--- src/rtl/ttt_move_controller.sv ---
// ttt_move_controller: tic-tac-toe turn controller owning the X/O boards.
// Decodes 1..9 move codes, rejects illegal moves and reports win/draw.
module position_decoder (
    input  logic       en,
    input  logic [3:0] pos,
    output logic [8:0] onehot
);
    always_comb onehot = (en && pos >= 4'd1 && pos <= 4'd9) ? 9'd1 << (pos - 4'd1) : 9'd0;
endmodule

module ttt_move_controller (
    input  logic       clock,
    input  logic       reset,
    input  logic       new_game,
    input  logic       move_valid,
    input  logic [3:0] move_pos,
    output logic [8:0] x_board,
    output logic [8:0] o_board,
    output logic       turn,
    output logic       busy,
    output logic       illegal_move,
    output logic [1:0] winner,
    output logic       game_over
);
    localparam logic [1:0] S_WAIT  = 2'd0;
    localparam logic [1:0] S_CHECK = 2'd1;
    localparam logic [1:0] S_OVER  = 2'd2;

    logic [1:0] state_q, state_d, winner_q, winner_d;
    logic [8:0] x_q, x_d, o_q, o_d, dec;
    logic       turn_q, turn_d, busy_q, busy_d, illegal_q, illegal_d, over_q, over_d;
    logic       dec_en, legal;

    function automatic logic has_line(input logic [8:0] b);
        return (&b[2:0]) | (&b[5:3]) | (&b[8:6]) |
               (b[0] & b[3] & b[6]) | (b[1] & b[4] & b[7]) | (b[2] & b[5] & b[8]) |
               (b[0] & b[4] & b[8]) | (b[2] & b[4] & b[6]);
    endfunction

    assign dec_en = move_valid & (state_q == S_WAIT) & ~new_game;

    position_decoder u_dec (.en(dec_en), .pos(move_pos), .onehot(dec));

    // Out-of-range codes decode to zero, so a zero one-hot is itself illegal.
    assign legal = (|dec) & ~|(dec & (x_q | o_q));

    always_comb begin
        state_d   = state_q;
        x_d       = x_q;
        o_d       = o_q;
        turn_d    = turn_q;
        winner_d  = winner_q;
        over_d    = over_q;
        busy_d    = 1'b0;
        illegal_d = 1'b0;
        if (new_game) begin
            state_d  = S_WAIT;
            x_d      = '0;
            o_d      = '0;
            turn_d   = 1'b0;
            winner_d = 2'b00;
            over_d   = 1'b0;
        end else if (state_q == S_WAIT && move_valid) begin
            if (legal) begin
                x_d     = turn_q ? x_q : x_q | dec;
                o_d     = turn_q ? o_q | dec : o_q;
                state_d = S_CHECK;
                busy_d  = 1'b1;
            end else begin
                illegal_d = 1'b1;
            end
        end else if (state_q == S_CHECK) begin
            // Only the mover's board can have gained a line, so a 9th-move win beats a draw.
            if (has_line(turn_q ? o_q : x_q)) begin
                winner_d = turn_q ? 2'b10 : 2'b01;
                state_d  = S_OVER;
                over_d   = 1'b1;
            end else if (&(x_q | o_q)) begin
                winner_d = 2'b11;
                state_d  = S_OVER;
                over_d   = 1'b1;
            end else begin
                turn_d  = ~turn_q;
                state_d = S_WAIT;
            end
        end
    end

    always_ff @(posedge clock) begin
        if (reset) begin
            state_q   <= S_WAIT;
            x_q       <= '0;
            o_q       <= '0;
            turn_q    <= 1'b0;
            winner_q  <= 2'b00;
            over_q    <= 1'b0;
            busy_q    <= 1'b0;
            illegal_q <= 1'b0;
        end else begin
            state_q   <= state_d;
            x_q       <= x_d;
            o_q       <= o_d;
            turn_q    <= turn_d;
            winner_q  <= winner_d;
            over_q    <= over_d;
            busy_q    <= busy_d;
            illegal_q <= illegal_d;
        end
    end

    assign x_board      = x_q;
    assign o_board      = o_q;
    assign turn         = turn_q;
    assign busy         = busy_q;
    assign illegal_move = illegal_q;
    assign winner       = winner_q;
    assign game_over    = over_q;
endmodule

--- config.mk ---
export PLATFORM = sky130hd
export DESIGN_NAME = ttt_move_controller
export DESIGN_NICKNAME = d
export VERILOG_FILES = /design/src/rtl/ttt_move_controller.sv
export SDC_FILE = /design/constraint.sdc
export NUM_CORES = 1
export LEC_CHECK = 0
export ABC_AREA = 1
export BUFFER_PORTS_ARGS = -buffer_cell sky130_fd_sc_hd__buf_2
export CAP_MARGIN = 20
export CORE_MARGIN = 4
export CORE_UTILIZATION = 54
export DETAILED_ROUTE_END_ITERATION = 16
export PLACE_DENSITY = 0.85
export SLEW_MARGIN = 15
export SYNTH_ARGS = -nofsm -noshare
export SYNTH_HDL_FRONTEND = slang
export SYNTH_SLANG_ARGS = --single-unit
--- constraint.sdc ---
create_clock -name clock -period 2.2 [get_ports clock]
set_input_delay 0.22 -clock clock [delete_from_list [all_inputs] [get_ports clock]]
set_output_delay 0.22 -clock clock [all_outputs]
set_load 0.1 [all_outputs]
==> results of run 1 <==
==> synthesized netlist by cell type, types with 4 or more instances <==
library cell	count
a21oi_1	25
dfxtp_1	26
inv_1	36
nand2_1	37
nand3_1	26
nand4_1	7
nor2_1	24
nor2_2	4
nor3_1	6
o21ai_0	9
o21ai_1	5
==> cell usage in the layout, fill, tap and decap left out, drive strengths merged, types with 6 or more instances in the layout <==
cell	netlist	final
nand4	7	7
a21oi	25	25
nand2	41	41
inv	39	39
dfxtp	26	26
nor3	6	6
nand3	28	28
nor2	32	32
buf	4	33
o21ai	14	14
==> metal layers <==
metal | track usage (%) | share of wire [%]
met1 | 26.6 | 44
met2 | 31.7 | 48
met3 | 1.89 | 6.5
met4 | 6.50 | 1.5
met5 | 0 | 0
==> report_power, final <==
group	switching, mW	internal, mW
logic	0.0651	0.0250
clock network	0.133	0.0642
registers	0.00166	0.473
total	0.200	0.562
==> tightest hold or removal path, cell delays in order <==
cell and delay [ns]:
buf_2 0.10, nand3_1 0.07, nor2_1 0.04
==> through the flow <==
step / setup slack, ns / instance area [um^2] / instances
floorplan: 0.156 / 1540 / 231
global placement: 0.151 / 1700 / 288
detailed placement: 0.123 / 1700 / 288
CTS: 0.229 / 1720 / 291
global route: 0.0364 / 1720 / 291
finish: 0.210 / 1720 / 291
==> path summary, 6_finish.rpt <==
path | from | end | slack [ns]
min | move_valid | illegal_move | 0.14
max | state_q[1] | x_board[5] | 0.21
min reg2reg | game_over | game_over | 0.45
max reg2reg | state_q[1] | x_board[5] | 0.21
==> flip-flops by register name, summed over array words and instances, names as in the netlist <==
register	flops
busy	1
illegal_move	1
game_over	1
o_board	9
turn	1
x_board	9
winner	2
state_q	2
==> cell families (layout without fill, tap and decap cells) <==
kind of cell             after synthesis  after routing  synth area share [%]
AO/OA/AOI/OAI                         40             40                  13.2
XOR/XNOR                               1              1                 0.571
adder cells (fa/ha/maj)                2              2                  1.63
buffers and inverters                 47             76                  12.6
flip-flops                            26             26                  33.9
AND/OR/NAND/NOR                      115            115                  38.1
==> final cells by class <==
| type | instances | area (um^2) | area share, % |
|---|---|---|---|
| Timing Repair Buffer | 33 | 170 | 9.87 |
| Tap cell | 31 | 38.8 | 2.25 |
| Sequential cell | 26 | 522 | 30.3 |
| Multi-Input combinational cell | 158 | 821 | 47.6 |
| Inverter | 40 | 150 | 8.71 |
| Clock buffer | 3 | 22.5 | 1.31 |
==> summary.txt, run 1 <==
Power and ir drop
  • Final Total Pwr: 0.762 mW
  • Peak VDD IR: 0.289 mV
  • PD cells: 442 nW/um^2
  • P_leak: 0.750 nW

Timing
  • Final setup viols: 0
  • Fin crit share: 90.4%
  • TNS Setup: 0 ns
  • Worst-case clock skew: 0.00478 ns
  • Max_slew headroom: 48.9%
  • Least-Margin Pin Slew: 0.766 ns
  • Hold slack final: 0.144 ns
  • Final Hold Vio Count: 0
  • Max Clock Freq: 503 MHz
  • RSZ-0062 raised after global routing: no
  • Fin crit period: 1.99 ns
  • Final slew viol count: 0

Clock tree
  • Clk sinks: 26
  • Worst skew pair latency: 0.32 ns
  • Total CTS buffers: 3
  • H-tree Lvls: 1
  • CTS Hold Buffers Added: 0
  • Cts repair resizes: 0
  • CTS max path bufs: 2
  • # Post-CTS Setup Buffers: 0
  • Root Driver: clkbuf_4
  • TritonCTS clock tree: done
  • Clock transition at path regs: 0.13 ns

Outcome
  • Status: complete, no violations

Synthesis
  • Post-synth EDFFs: 0
  • Ys Warns: 0
  • Syn Nets: 241
  • Syn_area_per_cell: 6.65 um^2
  • Seq/Total Area, Yosys: 33.9%
  • Netlist cell types: 26
  • Post-Syn Area: 1540 um^2
  • Asr flop ratio synth: 0%
  • Area leader, netlist: dfxtp_1
  • Synth area leaders: dfxtp_1 (34%), nand2_1 (9.0%), inv_1 (8.8%)
  • Primary FF master, synth: dfxtp_1
  • #FFs+latches synth: 26
  • Post-Syn Instances: 231
  • Synth top area share: 33.9%

Worst setup path
  • CP Depth: 13
  • Slowest cell on the critical path: dfxtp_1
  • CP Data Arrival Time: 2.18 ns
  • CP top delay family: simple AND/OR/NAND/NOR gates
  • CP Launch Type: flip-flop
  • Slowest stage delay, CP: 0.34 ns
  • Maximum fanout along the worst path: 12
  • Req. time, crit path: 2.39 ns
  • Path depth of the worst reg2reg path: 13
  • Worst Setup End Kind: flip-flop
  • CP Buf/Inv Count: 1
  • Crit-path cells: nor2_1 > nand3_1 > nor2_8 > nand2_8 > nor2_1 > nand2_1 > nand2_1 > nor2_1 > nand2_1 > nor2_4 > buf_4 > nand3_1 > a21oi_1
  • Setup CP Type: flip-flop to flip-flop

Placed design
  • DP HPWL: 2580 um
  • Port-buffer cells: 31
  • Gpl congestion: 0.823

GRT
  • Vias in the first global route: 1308
  • Largest net degree at the start of global routing: 32
  • Initial antenna violation count: 0
  • First-pass GRT wire length: 5570 um
  • All-layer global routing usage: 19.4%
  • Congestion Overflow GR: 0

Min path
  • HP Class: input port to flip-flop
  • Hold depth: 3

Layout
  • Ant. Diodes: 0
  • Layout area overhead: 12.3%
  • Layout cells sized above 1: 20.8%
  • Nets: 272
  • Final core occ: 63.1%
  • Layout filler cell count: 265

Drt
  • Detailed-route DRC error count: 0
  • 1st-pass router iterations: 4
  • Vias/cell: 5.23
  • Via Count: 1523
  • Starting DRT DRC Count: 105
  • DRT antenna net count: 0
  • Post-Route WL: 3290 um
  • WL per Instance: 11.3 um

Die
  • Placement Rows: 19
  • Die area: 3760 um^2
  • Io pins: 32
  • Starting Density: 56.2%
  • Die W: 61.3 um
  • Die Y: 61.3 um
  • Core Box Area: 2730 um^2

Flow run
  • Max-Cap Viols: 0
(Power assumes the default switching activity.)
==> inputs of run 2 (changes only) <==
==> constraint.sdc (replaced) <==
create_clock -name clock -period 1.9 [get_ports clock]
set_input_delay 0.19 -clock clock [delete_from_list [all_inputs] [get_ports clock]]
set_output_delay 0.19 -clock clock [all_outputs]
set_load 0.05 [all_outputs]
==> run 2 against run 1 <==
Net effect: the run now ends with setup timing left; setup slack got worse by 0.21 ns; sequential share of layout area fell by 3.4 points; largest power group unchanged; via count up 12%; maximum frequency increased by 4.6%; combinational power up 48%; wire length is 20% higher; hold slack worse by 0.0073 ns; critical endpoint is now x_board[0]; non-clock buffer count rose by 16; core utilization is 8.2 points higher; register-to-register slack worse by 0.21 ns.
==> summary.txt, run 2 (synthesis results as in run 1) <==
Worst setup path
  • CP Data Arrival Time: 2.09 ns
  • Worst R2R Setup Slack: -0.003 ns
  • Slowest stage delay, CP: 0.36 ns
  • Maximum fanout along the worst path: 7
  • Setup CP Type: flip-flop to flip-flop
  • CP Buf/Inv Count: 1
  • CP Launch Type: flip-flop
  • Crit-path cells: nor2_4 > nand3_4 > nor2_8 > nand2_4 > nor2_2 > nand2_1 > nand2_1 > nor2_1 > nand2_2 > nor2_4 > buf_4 > nand3_1 > a21oi_1
  • Slowest cell on the critical path: dfxtp_2
  • Worst Setup End Kind: flip-flop
  • Reg-to-Reg Start: state_q[0]
  • Req. time, crit path: 2.08 ns
  • CP top delay family: simple AND/OR/NAND/NOR gates
  • Worst Setup SP: state_q[0]

Die
  • Core Box Area: 2730 um^2
  • Io pins: 32
  • Placement Rows: 19
  • Die W: 61.3 um
  • Starting Density: 56.2%
  • Die area: 3760 um^2
  • Die Y: 61.3 um

Layout
  • Layout filler cell count: 210
  • Final non-filler cell total: 311
  • Nets: 291
  • Final instance area: 1950 um^2
  • Most frequent cells in the layout: inv_1 (36), nand2_1 (36), buf_2 (31)
  • Layout area overhead: 27.0%
  • Layout cells sized above 1: 31.1%
  • Ant. Diodes: 0
  • Final core occ: 71.3%

Clock tree
  • Worst skew pair latency: 0.32 ns
  • Root Driver: clkbuf_4
  • CTS max path bufs: 2
  • Clk sinks: 26
  • TritonCTS clock tree: done
  • H-tree Lvls: 1
  • CTS Hold Buffers Added: 0
  • Clock transition at path regs: 0.13 ns
  • Total CTS buffers: 3

Timing
  • Hold slack final: 0.137 ns
  • Least-Margin Pin Slew: 0.781 ns
  • Fin crit share: 100%
  • Max_slew headroom: 47.9%
  • RSZ-0062 raised after global routing: yes
  • Final slew viol count: 0
  • Final setup viols: 1
  • TNS Setup: -0.00279 ns
  • Final Hold Vio Count: 0
  • Fin crit period: 1.90 ns
  • Worst-case clock skew: 0.00301 ns
  • Final WS setup: -0.00279 ns
  • Max Clock Freq: 526 MHz

GRT
  • Vias in the first global route: 1421
  • Largest net degree at the start of global routing: 25
  • All-layer global routing usage: 19.9%
  • First-pass GRT wire length: 5770 um
  • Congestion Overflow GR: 0
  • Initial antenna violation count: 0

Outcome
  • Violated checks: setup timing
  • Status: finished with violations

Drt
  • Detailed-route DRC error count: 0
  • 1st-pass router iterations: 7
  • Vias/cell: 5.47
  • DRT antenna net count: 0
  • Post-Route WL: 3930 um
  • WL per Instance: 12.6 um
  • Starting DRT DRC Count: 85
  • Via Count: 1701

Min path
  • Hold_sp: move_valid
  • HP Class: input port to flip-flop

Placed design
  • Placed cell count: 301
  • Port-buffer cells: 31
  • Dpl cell area: 1800 um^2
  • Post-Place Worst Slack: -0.254 ns
  • DP HPWL: 2660 um
  • Gpl congestion: 0.881

Power and ir drop
  • Internal power: 0.711 mW
  • PD cells: 490 nW/um^2
  • Net switching power: 0.245 mW
  • Logic gate share of total power: 13.9%
  • Sw Ratio: 25.6%
  • P_leak: 0.854 nW
  • Clock share of power: 28.7%
  • Peak VDD IR: 0.434 mV
  • Final Total Pwr: 0.955 mW
  • Flop pwr share: 57.4%

Flow run
  • Max-Cap Viols: 0
-- run 2: cell types whose count changed in the layout (fill, tap and decap cells not counted), moves of 2 or more --
cell	before	now
buf_4	2	18
nor2_4	3	6
a21oi_2	0	5
a21oi_1	25	20
nor2_2	4	8
nor2_1	24	19
nand2_4	0	2
-- run 2: final timing paths --
kind | to | depth (start not counted)
max | x_board[0] | 13
min | illegal_move | 3
max reg2reg | x_board[0] | 13
min reg2reg | game_over | 2
-- run 2: timing repair --
item,4_1_cts,5_1_grt
hold endpoints to repair,0,0
pin swaps,1,7
endpoints found under the setup margin,20,23
setup buffers,0,3
gates cloned,1,2
resized for setup,2,18
-- run 2: worst min-delay path: stages --
cell     delay (ns)
buf_2          0.12
nand3_1        0.08
nor2_1         0.04
-- run 2: layout make-up --
type                            instances  area [um^2]  area share (%)
Tap cell                               31         38.8            1.99
Sequential cell                        26          523            26.8
Inverter                               40          150            7.70
Clock buffer                            4         36.3            1.86
Multi-Input combinational cell        161          911            46.7
Timing Repair Buffer                   49          290            14.9
-- run 2: metal layers --
| layer | part of all wire, % | GRT usage, % | up-vias |
|---|---|---|---|
| li1 | - | - | 847 |
| met1 | 40 | 24.4 | 756 |
| met2 | 50 | 36.0 | 82 |
| met3 | 7.7 | 1.89 | 16 |
| met4 | 2.4 | 7.12 | 0 |
| met5 | 0 | 0 | - |
-- run 2: power groups by stage --
stage | clock [mW] | sequential, mW | combinational, mW
5_1_grt | 0.297 | 0.549 | 0.142
3_3_place_gp | 0 | 0.560 | 0.106
6_report | 0.275 | 0.548 | 0.133
2_1_floorplan | 0 | 0.566 | 0.0703
4_1_cts | 0.279 | 0.548 | 0.111
3_5_place_dp | 0 | 0.560 | 0.108
==> inputs of run 3 (changes only) <==
--- a/config.mk
+++ b/config.mk
@@ -16,3 +16,4 @@
 export SYNTH_ARGS = -nofsm -noshare
 export SYNTH_HDL_FRONTEND = slang
 export SYNTH_SLANG_ARGS = --single-unit
+export TNS_END_PERCENT = 50
==> run 3 against run 2 <==
Net effect: the run still ends with setup timing left; wire length is the same; global-route usage is the same; via count is the same; hold slack is the same; clock-buffer cell count is the same; combinational power is essentially flat; setup slack is the same; sequential power is essentially flat; clock skew is the same; design area is the same; sequential share of layout area is the same; critical endpoint unchanged; largest cell class unchanged; largest power group unchanged.
==> summary.txt, run 3 (synthesis results as in run 1) <==
Timing
  • Max Clock Freq: 526 MHz
  • Fin crit period: 1.90 ns
  • Worst-case clock skew: 0.00301 ns
  • Least-Margin Pin Slew: 0.781 ns
  • Max_slew headroom: 47.9%
  • Final Hold Vio Count: 0
  • Final slew viol count: 0
  • Fin crit share: 100%
  • Final setup viols: 1
  • Final WS setup: -0.00279 ns
  • RSZ-0062 raised after global routing: yes

Power and ir drop
  • PD cells: 490 nW/um^2
  • Peak VDD IR: 0.434 mV
  • P_leak: 0.854 nW

Worst setup path
  • Setup CP Type: flip-flop to flip-flop
  • Maximum fanout along the worst path: 7
  • CP Launch Type: flip-flop
  • Crit-path cells: nor2_4 > nand3_4 > nor2_8 > nand2_4 > nor2_2 > nand2_1 > nand2_1 > nor2_1 > nand2_2 > nor2_4 > buf_4 > nand3_1 > a21oi_1
  • Worst Setup SP: state_q[0]
  • Req. time, crit path: 2.08 ns
  • CP Data Arrival Time: 2.09 ns
  • Reg-to-Reg Start: state_q[0]
  • Path depth of the worst reg2reg path: 13
  • Slowest cell on the critical path: dfxtp_2
  • Worst R2R Setup Slack: -0.003 ns
  • CP Buf/Inv Count: 1
  • Slowest stage delay, CP: 0.36 ns
  • Worst Setup End Kind: flip-flop
  • CP top delay family: simple AND/OR/NAND/NOR gates
  • RR Endpoint: x_board[0]

Drt
  • Starting DRT DRC Count: 85
  • DRT antenna net count: 0
  • 1st-pass router iterations: 7
  • Post-Route WL: 3930 um
  • Via Count: 1701
  • Vias/cell: 5.47
  • WL per Instance: 12.6 um
  • Detailed-route DRC error count: 0

GRT
  • Initial antenna violation count: 0
  • Largest net degree at the start of global routing: 25
  • Vias in the first global route: 1421
  • All-layer global routing usage: 19.9%
  • Congestion Overflow GR: 0
  • First-pass GRT wire length: 5770 um

Die
  • Core Box Area: 2730 um^2
  • Placement Rows: 19
  • Die Y: 61.3 um
  • Starting Density: 56.2%
  • Die W: 61.3 um
  • Die area: 3760 um^2
  • Io pins: 32

Placed design
  • Gpl congestion: 0.881
  • Post-Place Worst Slack: -0.254 ns
  • DP HPWL: 2660 um
  • Port-buffer cells: 31
  • Dpl cell area: 1800 um^2

Clock tree
  • Total CTS buffers: 3
  • CTS Hold Buffers Added: 0
  • TritonCTS clock tree: done
  • H-tree Lvls: 1
  • Clk sinks: 26
  • Worst skew pair latency: 0.32 ns
  • Clock transition at path regs: 0.13 ns
  • CTS max path bufs: 2
  • Root Driver: clkbuf_4

Layout
  • Layout cells sized above 1: 31.1%
  • Layout filler cell count: 210
  • Most frequent cells in the layout: inv_1 (36), nand2_1 (36), buf_2 (31)
  • Layout area overhead: 27.0%
  • Ant. Diodes: 0
  • Final instance area: 1950 um^2
  • Nets: 291

Min path
  • Hold path endpoint: illegal_move
  • HP Class: input port to flip-flop
  • Hold_sp: move_valid
  • Hold depth: 3

Outcome
  • Violated checks: setup timing
  • Status: finished with violations

Flow run
  • Max-Cap Viols: 0
==> run 3: stage by stage <==
stage	instances	hold WS, ns	util (%)	setup TNS, ns	power [mW]
floorplan	231	0.334	-	0	0.636
global placement	301	0.434	65.8	-2.96	0.666
detailed placement	301	0.439	65.8	-4.27	0.668
CTS	306	0.127	67.7	0	0.938
global route	311	0.124	71.3	-1.41	0.988
finish	311	0.137	71.3	-0.00279	0.955
==> run 3: power by group <==
part	internal, mW	switching [mW]	total, mW	leakage (nW)
logic	0.0461	0.0864	0.133	0.623
clock network	0.117	0.157	0.275	0.0210
registers	0.547	0.000771	0.548	0.211
total	0.711	0.245	0.955	0.854
==> run 3: worst register-to-register path: stages, from the launching register on <==
cell and delay [ns]:
dfxtp_2 0.36, nor2_4 0.14, nand3_4 0.11, nor2_8 0.21
nand2_4 0.11, nor2_2 0.14, nand2_1 0.08, nand2_1 0.07
nor2_1 0.05, nand2_2 0.16, nor2_4 0.05, buf_4 0.16
nand3_1 0.07, a21oi_1 0.07
==> run 3: worst max-delay path by stage <==
stage | to | slack, ns | cells past startpoint
detailed placement | o_board[0] | -0.25 | 14
CTS | o_board[0] | 0.007 | 11
finish | x_board[0] | -0.003 | 13
floorplan | turn | 0.02 | 10
global placement | x_board[2] | -0.17 | 14
global route | state_q[0] | -0.13 | 13
==> run 3: area by class of cell <==
cell class | instances | area, um^2 | share of cell area (%)
multi-input combinational | 161 | 911 | 46.7
sequential | 26 | 523 | 26.8
timing repair buffer | 49 | 290 | 14.9
inverter | 40 | 150 | 7.70
tap | 31 | 38.8 | 1.99
clock buffer | 4 | 36.3 | 1.86
==> run 3: per-layer routing <==
| layer | part of all wire, % | wire [um] | global-route usage [%] |
|---|---|---|---|
| met4 | 2.4 | 96 | 7.12 |
| met2 | 50 | 1970 | 36.0 |
| met3 | 7.7 | 301 | 1.89 |
| met5 | 0 | 0 | 0 |
| met1 | 40 | 1570 | 24.4 |
==> run 3: timing repair <==
action,in CTS,in global routing
endpoints found under the setup margin,20,23
cloned,1,2
gates resized for setup,2,18
buffers inserted,0,3
pin swaps,1,7
